$ cat config.mk
export PLATFORM = sky130hd
export DESIGN_NAME = mem_access_guard_flat
export DESIGN_NICKNAME = d
export VERILOG_FILES = /design/src/rtl/mem_access_guard_if.sv /design/src/rtl/mem_access_guard.sv /design/src/flat_wrapper.sv
export SDC_FILE = /design/constraint.sdc
export NUM_CORES = 1
export LEC_CHECK = 0
export CORE_AREA = 5 5 116 118
export DETAILED_ROUTE_END_ITERATION = 6
export DIE_AREA = 0 0 121 123
export PLACE_DENSITY = 0.79
export SKIP_LAST_GASP = 1
export SLEW_MARGIN = 10
export SYNTH_ARGS = -nofsm -noshare
export SYNTH_HDL_FRONTEND = slang
export SYNTH_SLANG_ARGS = --single-unit
$ cat constraint.sdc
create_clock -name clk -period 2.8 [get_ports clk]
set_input_delay 0.42 -clock clk [delete_from_list [all_inputs] [get_ports clk]]
set_output_delay 0.42 -clock clk [all_outputs]
set_load 0.05 [all_outputs]
$ cat src/rtl/mem_access_guard_if.sv
// Bus between the MEM stage/CP0 side and the access guard: request, verdict,
// held-exception and counter signals.
interface mem_access_guard_if #(
  parameter int unsigned CNT_W = 8
);
  logic             req_valid;
  logic [31:0]      req_addr;
  logic [3:0]       req_code;
  logic [31:0]      req_pc;
  logic             flush;
  logic             chk_valid;
  logic             chk_fault;
  logic             chk_dev;
  logic             exc_pending;
  logic [4:0]       exc_code;
  logic [31:0]      exc_badvaddr;
  logic [31:0]      exc_epc;
  logic             exc_ack;
  logic [CNT_W-1:0] fault_cnt;
  logic [CNT_W-1:0] drop_cnt;

  modport master (
    output req_valid, req_addr, req_code, req_pc, flush, exc_ack,
    input  chk_valid, chk_fault, chk_dev, exc_pending, exc_code,
           exc_badvaddr, exc_epc, fault_cnt, drop_cnt
  );

  modport slave (
    input  req_valid, req_addr, req_code, req_pc, flush, exc_ack,
    output chk_valid, chk_fault, chk_dev, exc_pending, exc_code,
           exc_badvaddr, exc_epc, fault_cnt, drop_cnt
  );
endinterface

$ cat src/rtl/mem_access_guard.sv
// Data-memory access guard: classifies MEM-stage accesses against the DM and device
// windows, registers the verdict and holds the first unacknowledged fault for CP0.
module mem_access_guard #(
  parameter logic [31:0]         DM_LIMIT   = 32'h0000_2FFF,
  parameter int unsigned         N_DEV      = 2,
  parameter logic [N_DEV*32-1:0] DEV_BASE   = {32'h7F10, 32'h7F00},
  parameter int unsigned         DEV_SPAN   = 12,
  parameter int unsigned         DEV_RO_OFS = 8,
  parameter int unsigned         CNT_W      = 8
) (
  input logic               clk,
  input logic               reset_n,
  mem_access_guard_if.slave bus
);
  localparam logic [0:0]       EMPTY    = 1'b0;
  localparam logic [0:0]       HELD     = 1'b1;
  localparam logic [4:0]       EXC_ADEL = 5'd4;
  localparam logic [4:0]       EXC_ADES = 5'd5;
  localparam logic [CNT_W-1:0] CNT_MAX  = '1;

  logic        is_word_c, is_half_c, is_byte_c, is_store_c, is_access_c;
  logic        in_dm_c, in_dev_c, ro_hit_c, fault_c, stage_en_c;
  logic [32:0] addr_x, base_x;

  logic             chk_valid_q, chk_fault_q, chk_dev_q, stg_store_q;
  logic [31:0]      stg_addr_q, stg_pc_q;
  logic [0:0]       state_q, state_d;
  logic             new_fault_c, capture_c, drop_c;
  logic [4:0]       exc_code_q;
  logic [31:0]      exc_badvaddr_q, exc_epc_q;
  logic [CNT_W-1:0] fault_cnt_q, drop_cnt_q;

  // Request classification; 33-bit compares keep window ends from wrapping.
  always_comb begin : classify
    is_word_c  = 1'b0;
    is_half_c  = 1'b0;
    is_byte_c  = 1'b0;
    is_store_c = 1'b0;
    case (bus.req_code)
      4'd0: is_word_c = 1'b1;
      4'd1: begin is_word_c = 1'b1; is_store_c = 1'b1; end
      4'd2, 4'd4: is_half_c = 1'b1;
      4'd6: begin is_half_c = 1'b1; is_store_c = 1'b1; end
      4'd3, 4'd5: is_byte_c = 1'b1;
      4'd7: begin is_byte_c = 1'b1; is_store_c = 1'b1; end
      default: ;
    endcase
    is_access_c = is_word_c | is_half_c | is_byte_c;
    addr_x  = {1'b0, bus.req_addr};
    in_dm_c = is_word_c ? (addr_x + 33'd3 <= {1'b0, DM_LIMIT}) : (addr_x <= {1'b0, DM_LIMIT});
    base_x   = '0;
    in_dev_c = 1'b0;
    ro_hit_c = 1'b0;
    for (int unsigned i = 0; i < N_DEV; i++) begin
      base_x = {1'b0, DEV_BASE[32*i +: 32]};
      if (addr_x >= base_x && addr_x <= base_x + 33'(DEV_SPAN) - 33'd1) in_dev_c = 1'b1;
      if (addr_x == base_x + 33'(DEV_RO_OFS)) ro_hit_c = 1'b1;
    end
    fault_c = is_access_c & ((is_word_c & (bus.req_addr[1:0] != 2'b00)) |
                             (is_half_c & bus.req_addr[0]) |
                             (~in_dm_c & ~in_dev_c) |
                             (~is_word_c & in_dev_c) |
                             (is_store_c & ro_hit_c));
    stage_en_c = bus.req_valid & is_access_c & ~bus.flush;
  end

  always_ff @(posedge clk or negedge reset_n) begin : stage_reg
    if (!reset_n) begin
      chk_valid_q <= 1'b0;
      chk_fault_q <= 1'b0;
      chk_dev_q   <= 1'b0;
      stg_store_q <= 1'b0;
      stg_addr_q  <= '0;
      stg_pc_q    <= '0;
    end else begin
      chk_valid_q <= stage_en_c;
      chk_fault_q <= stage_en_c & fault_c;
      chk_dev_q   <= stage_en_c & in_dev_c & ~fault_c;
      stg_store_q <= is_store_c;
      stg_addr_q  <= bus.req_addr;
      stg_pc_q    <= bus.req_pc;
    end
  end

  always_ff @(posedge clk or negedge reset_n) begin : hold_state
    if (!reset_n) state_q <= EMPTY;
    else          state_q <= state_d;
  end

  // An ack in the same cycle as a new fault frees the slot for that fault.
  always_comb begin : hold_fsm
    state_d     = state_q;
    capture_c   = 1'b0;
    drop_c      = 1'b0;
    new_fault_c = chk_valid_q & chk_fault_q;
    case (state_q)
      EMPTY: begin
        if (new_fault_c) begin
          state_d   = HELD;
          capture_c = 1'b1;
        end
      end
      HELD: begin
        if (bus.exc_ack) begin
          capture_c = new_fault_c;
          state_d   = new_fault_c ? HELD : EMPTY;
        end else begin
          drop_c = new_fault_c;
        end
      end
    endcase
  end

  always_ff @(posedge clk or negedge reset_n) begin : hold_regs
    if (!reset_n) begin
      exc_code_q     <= '0;
      exc_badvaddr_q <= '0;
      exc_epc_q      <= '0;
      fault_cnt_q    <= '0;
      drop_cnt_q     <= '0;
    end else begin
      if (capture_c) begin
        exc_code_q     <= stg_store_q ? EXC_ADES : EXC_ADEL;
        exc_badvaddr_q <= stg_addr_q;
        exc_epc_q      <= stg_pc_q;
      end
      if (new_fault_c && fault_cnt_q != CNT_MAX) fault_cnt_q <= fault_cnt_q + CNT_W'(1);
      if (drop_c && drop_cnt_q != CNT_MAX)       drop_cnt_q  <= drop_cnt_q + CNT_W'(1);
    end
  end

  assign bus.chk_valid    = chk_valid_q;
  assign bus.chk_fault    = chk_fault_q;
  assign bus.chk_dev      = chk_dev_q;
  assign bus.exc_pending  = state_q;
  assign bus.exc_code     = exc_code_q;
  assign bus.exc_badvaddr = exc_badvaddr_q;
  assign bus.exc_epc      = exc_epc_q;
  assign bus.fault_cnt    = fault_cnt_q;
  assign bus.drop_cnt     = drop_cnt_q;
endmodule

$ cat src/flat_wrapper.sv
// flat-port wrapper written by rule: the top's interface ports become plain ports
module mem_access_guard_flat 
#(
  parameter logic [31:0]         DM_LIMIT   = 32'h0000_2FFF,
  parameter int unsigned         N_DEV      = 2,
  parameter logic [N_DEV*32-1:0] DEV_BASE   = {32'h7F10, 32'h7F00},
  parameter int unsigned         DEV_SPAN   = 12,
  parameter int unsigned         DEV_RO_OFS = 8,
  parameter int unsigned         CNT_W      = 8
)
  (clk, reset_n, bus_req_valid, bus_req_addr, bus_req_code, bus_req_pc, bus_flush, bus_exc_ack, bus_chk_valid, bus_chk_fault, bus_chk_dev, bus_exc_pending, bus_exc_code, bus_exc_badvaddr, bus_exc_epc, bus_fault_cnt, bus_drop_cnt);
  mem_access_guard_if #(.CNT_W(CNT_W)) bus_i ();
  input logic clk;
  input logic reset_n;
  input wire logic [$bits(bus_i.req_valid)-1:0] bus_req_valid;
  input wire logic [$bits(bus_i.req_addr)-1:0] bus_req_addr;
  input wire logic [$bits(bus_i.req_code)-1:0] bus_req_code;
  input wire logic [$bits(bus_i.req_pc)-1:0] bus_req_pc;
  input wire logic [$bits(bus_i.flush)-1:0] bus_flush;
  input wire logic [$bits(bus_i.exc_ack)-1:0] bus_exc_ack;
  output wire logic [$bits(bus_i.chk_valid)-1:0] bus_chk_valid;
  output wire logic [$bits(bus_i.chk_fault)-1:0] bus_chk_fault;
  output wire logic [$bits(bus_i.chk_dev)-1:0] bus_chk_dev;
  output wire logic [$bits(bus_i.exc_pending)-1:0] bus_exc_pending;
  output wire logic [$bits(bus_i.exc_code)-1:0] bus_exc_code;
  output wire logic [$bits(bus_i.exc_badvaddr)-1:0] bus_exc_badvaddr;
  output wire logic [$bits(bus_i.exc_epc)-1:0] bus_exc_epc;
  output wire logic [$bits(bus_i.fault_cnt)-1:0] bus_fault_cnt;
  output wire logic [$bits(bus_i.drop_cnt)-1:0] bus_drop_cnt;
  assign bus_i.req_valid = bus_req_valid;
  assign bus_i.req_addr = bus_req_addr;
  assign bus_i.req_code = bus_req_code;
  assign bus_i.req_pc = bus_req_pc;
  assign bus_i.flush = bus_flush;
  assign bus_i.exc_ack = bus_exc_ack;
  assign bus_chk_valid = bus_i.chk_valid;
  assign bus_chk_fault = bus_i.chk_fault;
  assign bus_chk_dev = bus_i.chk_dev;
  assign bus_exc_pending = bus_i.exc_pending;
  assign bus_exc_code = bus_i.exc_code;
  assign bus_exc_badvaddr = bus_i.exc_badvaddr;
  assign bus_exc_epc = bus_i.exc_epc;
  assign bus_fault_cnt = bus_i.fault_cnt;
  assign bus_drop_cnt = bus_i.drop_cnt;
  mem_access_guard #(.DM_LIMIT(DM_LIMIT), .N_DEV(N_DEV), .DEV_BASE(DEV_BASE), .DEV_SPAN(DEV_SPAN), .DEV_RO_OFS(DEV_RO_OFS), .CNT_W(CNT_W)) u_core (.clk(clk), .reset_n(reset_n), .bus(bus_i));
endmodule
==> out/qor.csv, run 1 <==
metric;value;unit
result of the run;finished clean;
kind of end point of the critical path;register;
Detailed Routing Iterations Pass 1;4;
clock network fraction of total power;36.3;%
final routed wirelength across all metal layers;13300;um
level count of the clock H-tree;4;
vias per cell;5.03;
filler cell count in the final layout;920;
P_leak;3.70;nW
critical path type;primary input to register;
fraction of power consumed by combinational cells;24.3;%
Post-Route Setup TNS;0;ns
clk slew on worst S/H paths;0.06;ns
area enclosed by the die boundary;14900;sq um
DRT iter0 DRCs;298;
count of pins over their slew limit;0;
P&R area growth vs syn;46.2;%
Yosys reg bits;151;
CTS Root Cell;clkbuf_16;
initial antenna violation count;0;
height of the die;123;um
Crit Path Max Fanout;4;
final clock skew;0.00588;ns
most common library cell in the layout ignoring fill and taps;clkdlybuf4s50_1;
proportion of synthesized chip area in sequential cells;65.5;%
Critical Path AT;2.73;ns
highest-count cells in the layout ignoring fill and taps;clkdlybuf4s50_1 (157), dfrtp_1 (151), mux2_2 (67), buf_4 (37), nand2_1 (23);
area of the placeable core;12400;sq um
count of synthesis-stage warnings from yosys;0;
post-route DRC violation count;0;
max-capacitance violation count;0;
post-route worst setup slack;0.361;ns
number of standard cells after synthesis;401;
relative contribution of sequential cells to total power;39.4;%
internal power summed over all cells;4.50;mW
top-level port count;162;
mean instance size in the synthesized netlist;14.4;sq um
path class of the lowest-slack min-delay path;primary input to register;
most used cell along the critical path;nand4_1;
Slowest-stage cell, CP;clkdlybuf4s50_1;
worst IR drop on VDD;0.435;mV
launch point of the worst path;bus_req_addr[0];
site row count;41;
global placement routability congestion;0.899;
final setup violation count;0;
vias in the first global route;4200;
maximum number of pins on one net before global-route repair;64;
wire per inst;16.8;um
required time of the critical path;3.09;ns
final period utilization;87.1;%
combined global-route utilization of all metal layers;18.6;%
Post-synth ARST share;100;%
GRT overflow;0;
switching power;1.94;mW
global-route wire length before repair;21500;um
number of diodes;0;
Worst setup SP type;primary input;
final standard cell utilization of the core;68.2;%
total power density per cell area;765;nW/um^2
number of enable flip-flop cells after synthesis;0;
Max transition margin;61.1;%
clk_lat worst skew;0.41;ns
Initial Utilization;46.6;%
combined area of all synthesized cells;5770;sq um
TritonCTS Buffers;17;
Die Wd;121;um
fraction of layout cells with a size suffix above 1;24.2;%
most used flip-flop cell after synthesis;dfrtp_1;
maximum frequency from static timing analysis;0.410;GHz
Nets;684;
antenna viol nets, final;0;
CTS tree;built;
cell chain of the critical path;clkdlybuf4s50_1 > inv_1 > ha_1 > and4b_1 > nand4_1 > nor3_1 > mux2i_1 > nand4_1 > a2111oi_4 > a21oi_2;
final hold violation count;0;
Final HPWL DP;9990;um
unrepaired setup endpoints after global routing;no;
switching power share of the total;30.2;%
slew of the pin with the lowest slew margin;0.583;ns
number of I/O port buffers;158;
biggest cell delay along the critical path;0.51;ns
shortest clock period the worst path allows after layout;2.44;ns
minimum setup slack after placement;-0.0465;ns
setup slack, reg-to-reg;0.71;ns
startpoint of the worst register-to-register path;u_core.bus.fault_cnt[0];
via total after detailed routing;3980;
number of distinct library cell variants in the gate-level netlist after synthesis;57;
launch instance of the worst min-delay path;bus_req_pc[31];
number of sinks on the clock net;151;
total power draw;6.45;mW
number of buffers between clock root and the deepest sink;2;
kinds of logic after synthesis:
kind of cell	after synthesis	synth area share [%]
flops	151	65.5
simple gates	101	10.4
mux	69	13.4
buf+inv	18	1.50
xor+xnor	20	3.04
compound gates	36	4.95
fa+ha+maj	5	1.09
other cells	1	0.0650
worst max-delay path: cells and delay by family:
family | cells | cell delay, ns
AO/OA/AOI/OAI | 2 | 0.40
adder cells (fa/ha/maj) | 1 | 0.22
multiplexers | 1 | 0.25
buffers and inverters | 2 | 0.60
AND/OR/NAND/NOR | 4 | 0.85
worst paths after layout:
kind	end	cells after the start
max in group asynchronous	u_core.stg_addr_q[2]	3
worst min register to register	u_core.bus.exc_epc[6]	1
worst max-delay path	u_core.bus.chk_fault	10
min in group asynchronous	u_core.bus.exc_epc[6]	2
worst max register to register	u_core.bus.fault_cnt[7]	9
worst min-delay path	u_core.stg_pc_q[31]	1
metrics by stage:
step	std cells	instance area, sq um	hold slack, ns
after floorplan	403	5770	0.124
after global placement	758	7810	0.431
after detailed placement	758	7810	0.437
after CTS	791	8430	0.427
after global routing	791	8430	0.429
final	791	8430	0.443
final cells by class:
class	count	area, sq um	area share [%]
multi-input cells	234	1920	22.7
clock buffers	19	433	5.14
flip-flops and latches	151	3780	44.8
well taps	172	215	2.55
repair buffers	197	1890	22.4
inverters	5	18.8	0.223
clock inverters	13	178	2.11
cells in the mapped netlist, types with 3 or more instances:
master	count	area, sq um
dfrtp_1	151	3780
mux2_2	67	754
nand2_1	23	86.3
xnor2_1	14	123
nor3_1	10	50.1
nand4_1	9	56.3
and3_1	8	50.1
nand3_1	8	40.0
nor2_1	8	30.0
a21oi_1	6	30.0
clkbuf_1	6	22.5
xor2_1	6	52.6
a211oi_1	5	37.5
and4_1	5	43.8
ha_1	5	62.6
inv_1	5	18.8
or3_1	5	31.3
nor3b_1	4	30.0
nor4_1	4	25.0
a21o_1	3	22.5
buf_1	3	11.3
buf_4	3	22.5
o21ai_0	3	15.0
power groups by stage:
stage | registers [mW] | clock network [mW] | logic, mW
2_1_floorplan | 3.24 | 0 | 0.232
5_1_grt | 2.57 | 2.48 | 1.64
4_1_cts | 2.54 | 2.39 | 1.59
6_report | 2.54 | 2.34 | 1.57
3_3_place_gp | 2.57 | 0 | 1.56
3_5_place_dp | 2.58 | 0 | 1.58
sequential cells by signal (all words and copies together) (netlist names):
name	flops
u_core.bus.exc_badvaddr	32
u_core.bus.chk_dev	1
u_core.bus.exc_epc	32
u_core.bus.drop_cnt	8
u_core.bus.exc_code	2
u_core.bus.fault_cnt	8
u_core.stg_pc_q	32
u_core.stg_addr_q	32
u_core.stg_store_q	1
u_core.bus.chk_valid	1
u_core.bus.exc_pending	1
u_core.bus.chk_fault	1
what timing repair did:
item                                   4_1_cts  5_1_grt
endpoints found under the hold margin        2        0
setup buffers                                0        0
hold buffers                                 1        0
resized for setup                            0        0
routing by layer:
metal	up-vias	wire, um	global-route usage (%)
met5	-	0	0
li1	1856	-	-
met1	1967	5830	24.0
met2	135	6360	29.9
met3	22	846	5.40
met4	0	240	6.94
(Power assumes the default switching activity.)
==> run 2: changes to the inputs <==
CORE_AREA = 2 2 111 113   (was 5 5 116 118)
DIE_AREA = 0 0 113 115   (was 0 0 121 123)
DONT_BUFFER_PORTS = 1   (was default)
PLACE_DENSITY = default   (was 0.79)
==> run 2 against run 1 <==
The flow now finishes with violations (design-rule violations, negative hold slack). Sequential cell count unchanged. Core utilization down 12 points. Die area down 13%. Clock skew fell by 0.0012 ns. Critical path depth shrank 2. Total power fell by 12%. Via count fell by 17%. Setup slack better by 0.36 ns. Clock-buffer cell count is 4 higher. Sequential power increased by 26%. Register-to-register slack barely moved. Final cell count is 26% lower. Largest cell class unchanged. Largest power group unchanged.
==> out/qor.csv, run 2 (synthesized netlist as in run 1, its figures left out) <==
metric;value;unit;change
Slowest-stage cell, CP;dfrtp_1;;
post-CTS setup buffer count;0;;unchanged
number of resized instances in the post-cts repair step;0;;unchanged
cts-stage hold buffer count;3;;+2
met3 global-route usage;10.8;%;+5.4 points
count of pins over their slew limit;0;;unchanged
number of I/O port buffers;0;;-100%
max-capacitance violation count;0;;unchanged
vias per cell;5.64;;+12%
Post-Route Setup TNS;0;ns;unchanged
DP Cell Count;547;;-28%
P&R area growth vs syn;14.4;%;
Worst setup SP type;register;;
required time of the critical path;3.08;ns;about the same
kind of end point of the critical path;register;;
GRT overflow;0;;unchanged
Critical Path AT;2.37;ns;-0.36 ns
final clock skew;0.00472;ns;-0.00116 ns
post-route insts no fill;584;;-26%
Detailed Routing Iterations Pass 1;6;;+2
worst hold-check slack;-0.307;ns;-0.750 ns
met1 Track Usage GR;20.8;%;-3.2 points
maximum number of pins on one net before global-route repair;152;;+140%
number of buffers between clock root and the deepest sink;2;;unchanged
DRT iter0 DRCs;214;;-28%
global placement routability congestion;0.825;;-8.2%
biggest cell delay along the critical path;0.35;ns;-0.16 ns
clk slew on worst S/H paths;0.06;ns;about the same
area of the placeable core;11800;sq um;-4.5%
TritonCTS Buffers;17;;unchanged
final standard cell utilization of the core;55.8;%;-12 points
total power draw;5.65;mW;-12%
family of cells with the greatest summed delay on the critical path;simple AND/OR/NAND/NOR gates;;
critical path type;register to register;;
global-route wire length before repair;18100;um;-16%
startpoint of the worst register-to-register path;u_core.bus.drop_cnt[1];;
maximum frequency from static timing analysis;0.480;GHz;+17%
number of sinks on the clock net;151;;unchanged
path class of the lowest-slack min-delay path;primary input to async pin;;
slew of the pin with the lowest slew margin;0.596;ns;+0.0128 ns
clk_lat worst skew;0.42;ns;about the same
via total after detailed routing;3294;;-17%
shortest clock period the worst path allows after layout;2.08;ns;-0.357 ns
Max transition margin;60.3;%;-0.85 points
unrepaired setup endpoints after global routing;no;;
P_leak;2.96;nW;-20%
total power density per cell area;857;nW/um^2;+12%
Crit Path Max Fanout;6;;+2
area enclosed by the die boundary;13000;sq um;-13%
cell chain of the critical path;buf_4 > ha_1 > and3_1 > a311oi_1 > buf_4 > and4_1 > nand3_1 > xnor2_1;;
worst IR drop on VDD;0.523;mV;+20%
highest-count cells in the layout ignoring fill and taps;dfrtp_1 (151), mux2_2 (67), nand2_1 (23), clkbuf_16 (17), xnor2_1 (14);;
site row count;40;;-2.4%
vias in the first global route;3459;;-18%
setup slack, reg-to-reg;0.72;ns;about the same
combined global-route utilization of all metal layers;18.5;%;-0.094 points
initial antenna violation count;1;;+1
final routed wirelength across all metal layers;11400;um;-14%
violated checks;design-rule violations, negative hold slack;;
CTS Root Cell;clkbuf_16;;
launch point of the worst path;u_core.bus.drop_cnt[1];;
fraction of layout cells with a size suffix above 1;27.3;%;+3.1 points
level count of the clock H-tree;4;;unchanged
most common library cell in the layout ignoring fill and taps;dfrtp_1;;
post-route DRC violation count;13;;+13
result of the run;finished, violations left;;
met2 GRT Util;28.3;%;-1.6 points
final hold violation count;151;;+151
wire per inst;19.4;um;+16%
Nets;503;;-26%
CTS tree;built;;
top-level port count;162;;unchanged
final period utilization;74.4;%;-13 points
count of buffer and inverter cells on the critical path;2;;unchanged
antenna viol nets, final;0;;unchanged
height of the die;115;um;-6.5%
Final HPWL DP;7860;um;-21%
filler cell count in the final layout;958;;+4.1%
most used cell along the critical path;buf_4;;
Die Wd;113;um;-6.6%
routing layer with the top usage in global route;met2;;
final setup violation count;0;;unchanged
Initial Utilization;48.8;%;+2.2 points
-- run 2: changes by cell type in the layout (fill, tap and decap cells not counted), moves of 2 or more --
cell / delta
bufinv_16: -3
inv_6: -2
clkinv_2: -3
clkdlybuf4s50_1: -157
buf_4: -27
dlygate4sd3_1: +5
clkbuf_8: +4
-- run 2: path summary, 6_finish.rpt --
check,endpoint,cells past startpoint
worst max-delay path,u_core.bus.drop_cnt[5],8
worst min-delay path,u_core.bus.fault_cnt[7],0
worst max register to register,u_core.bus.drop_cnt[5],8
worst min register to register,u_core.bus.exc_epc[29],1
max in group asynchronous,u_core.stg_addr_q[25],0
min in group clk,u_core.stg_addr_q[30],0
-- run 2: metal layers --
layer / routed length [um] / share of wire (%) / vias to the layer above
li1: - / - / 1494
met1: 4380 / 39 / 1660
met2: 5400 / 48 / 122
met3: 1370 / 12 / 18
met4: 207 / 1.8 / 0
met5: 0 / 0 / -
-- run 2: where the power goes --
part | switching, mW | leakage [nW] | internal (mW)
registers | 0.789 | 1.88 | 2.41
clock network | 0.816 | 0.267 | 1.30
logic | 0.146 | 0.809 | 0.188
total | 1.75 | 2.96 | 3.90
-- run 2: area by class of cell --
type,count,area (sq um),area share (%)
sequential,151,3780,57.3
multi-input combinational,234,1920,29.1
clock buffer,23,488,7.40
antenna,1,2.50,0.0380
timing repair buffer,16,135,2.05
clock inverter,7,71.3,1.08
inverter,5,18.8,0.285
tap,147,184,2.79
-- run 2: through the flow --
| step | hold slack [ns] | worst slack [ns] | area [sq um] |
|---|---|---|---|
| 2_1_floorplan | 0.124 | 0.415 | 5770 |
| 6_report | -0.307 | 0.718 | 6590 |
| 4_1_cts | -0.332 | 0.715 | 6560 |
| 5_1_grt | -0.333 | 0.561 | 6590 |
| 3_3_place_gp | 0.127 | 0.431 | 5970 |
| 3_5_place_dp | 0.127 | 0.352 | 5970 |
-- run 2: worst register-to-register path: cells and delay by family (launching register included) --
kind | cells | cell delay, ns
fa+ha+maj | 1 | 0.21
xor+xnor | 1 | 0.16
simple gates | 3 | 0.58
buf+inv | 2 | 0.38
flops | 1 | 0.35
compound gates | 1 | 0.27
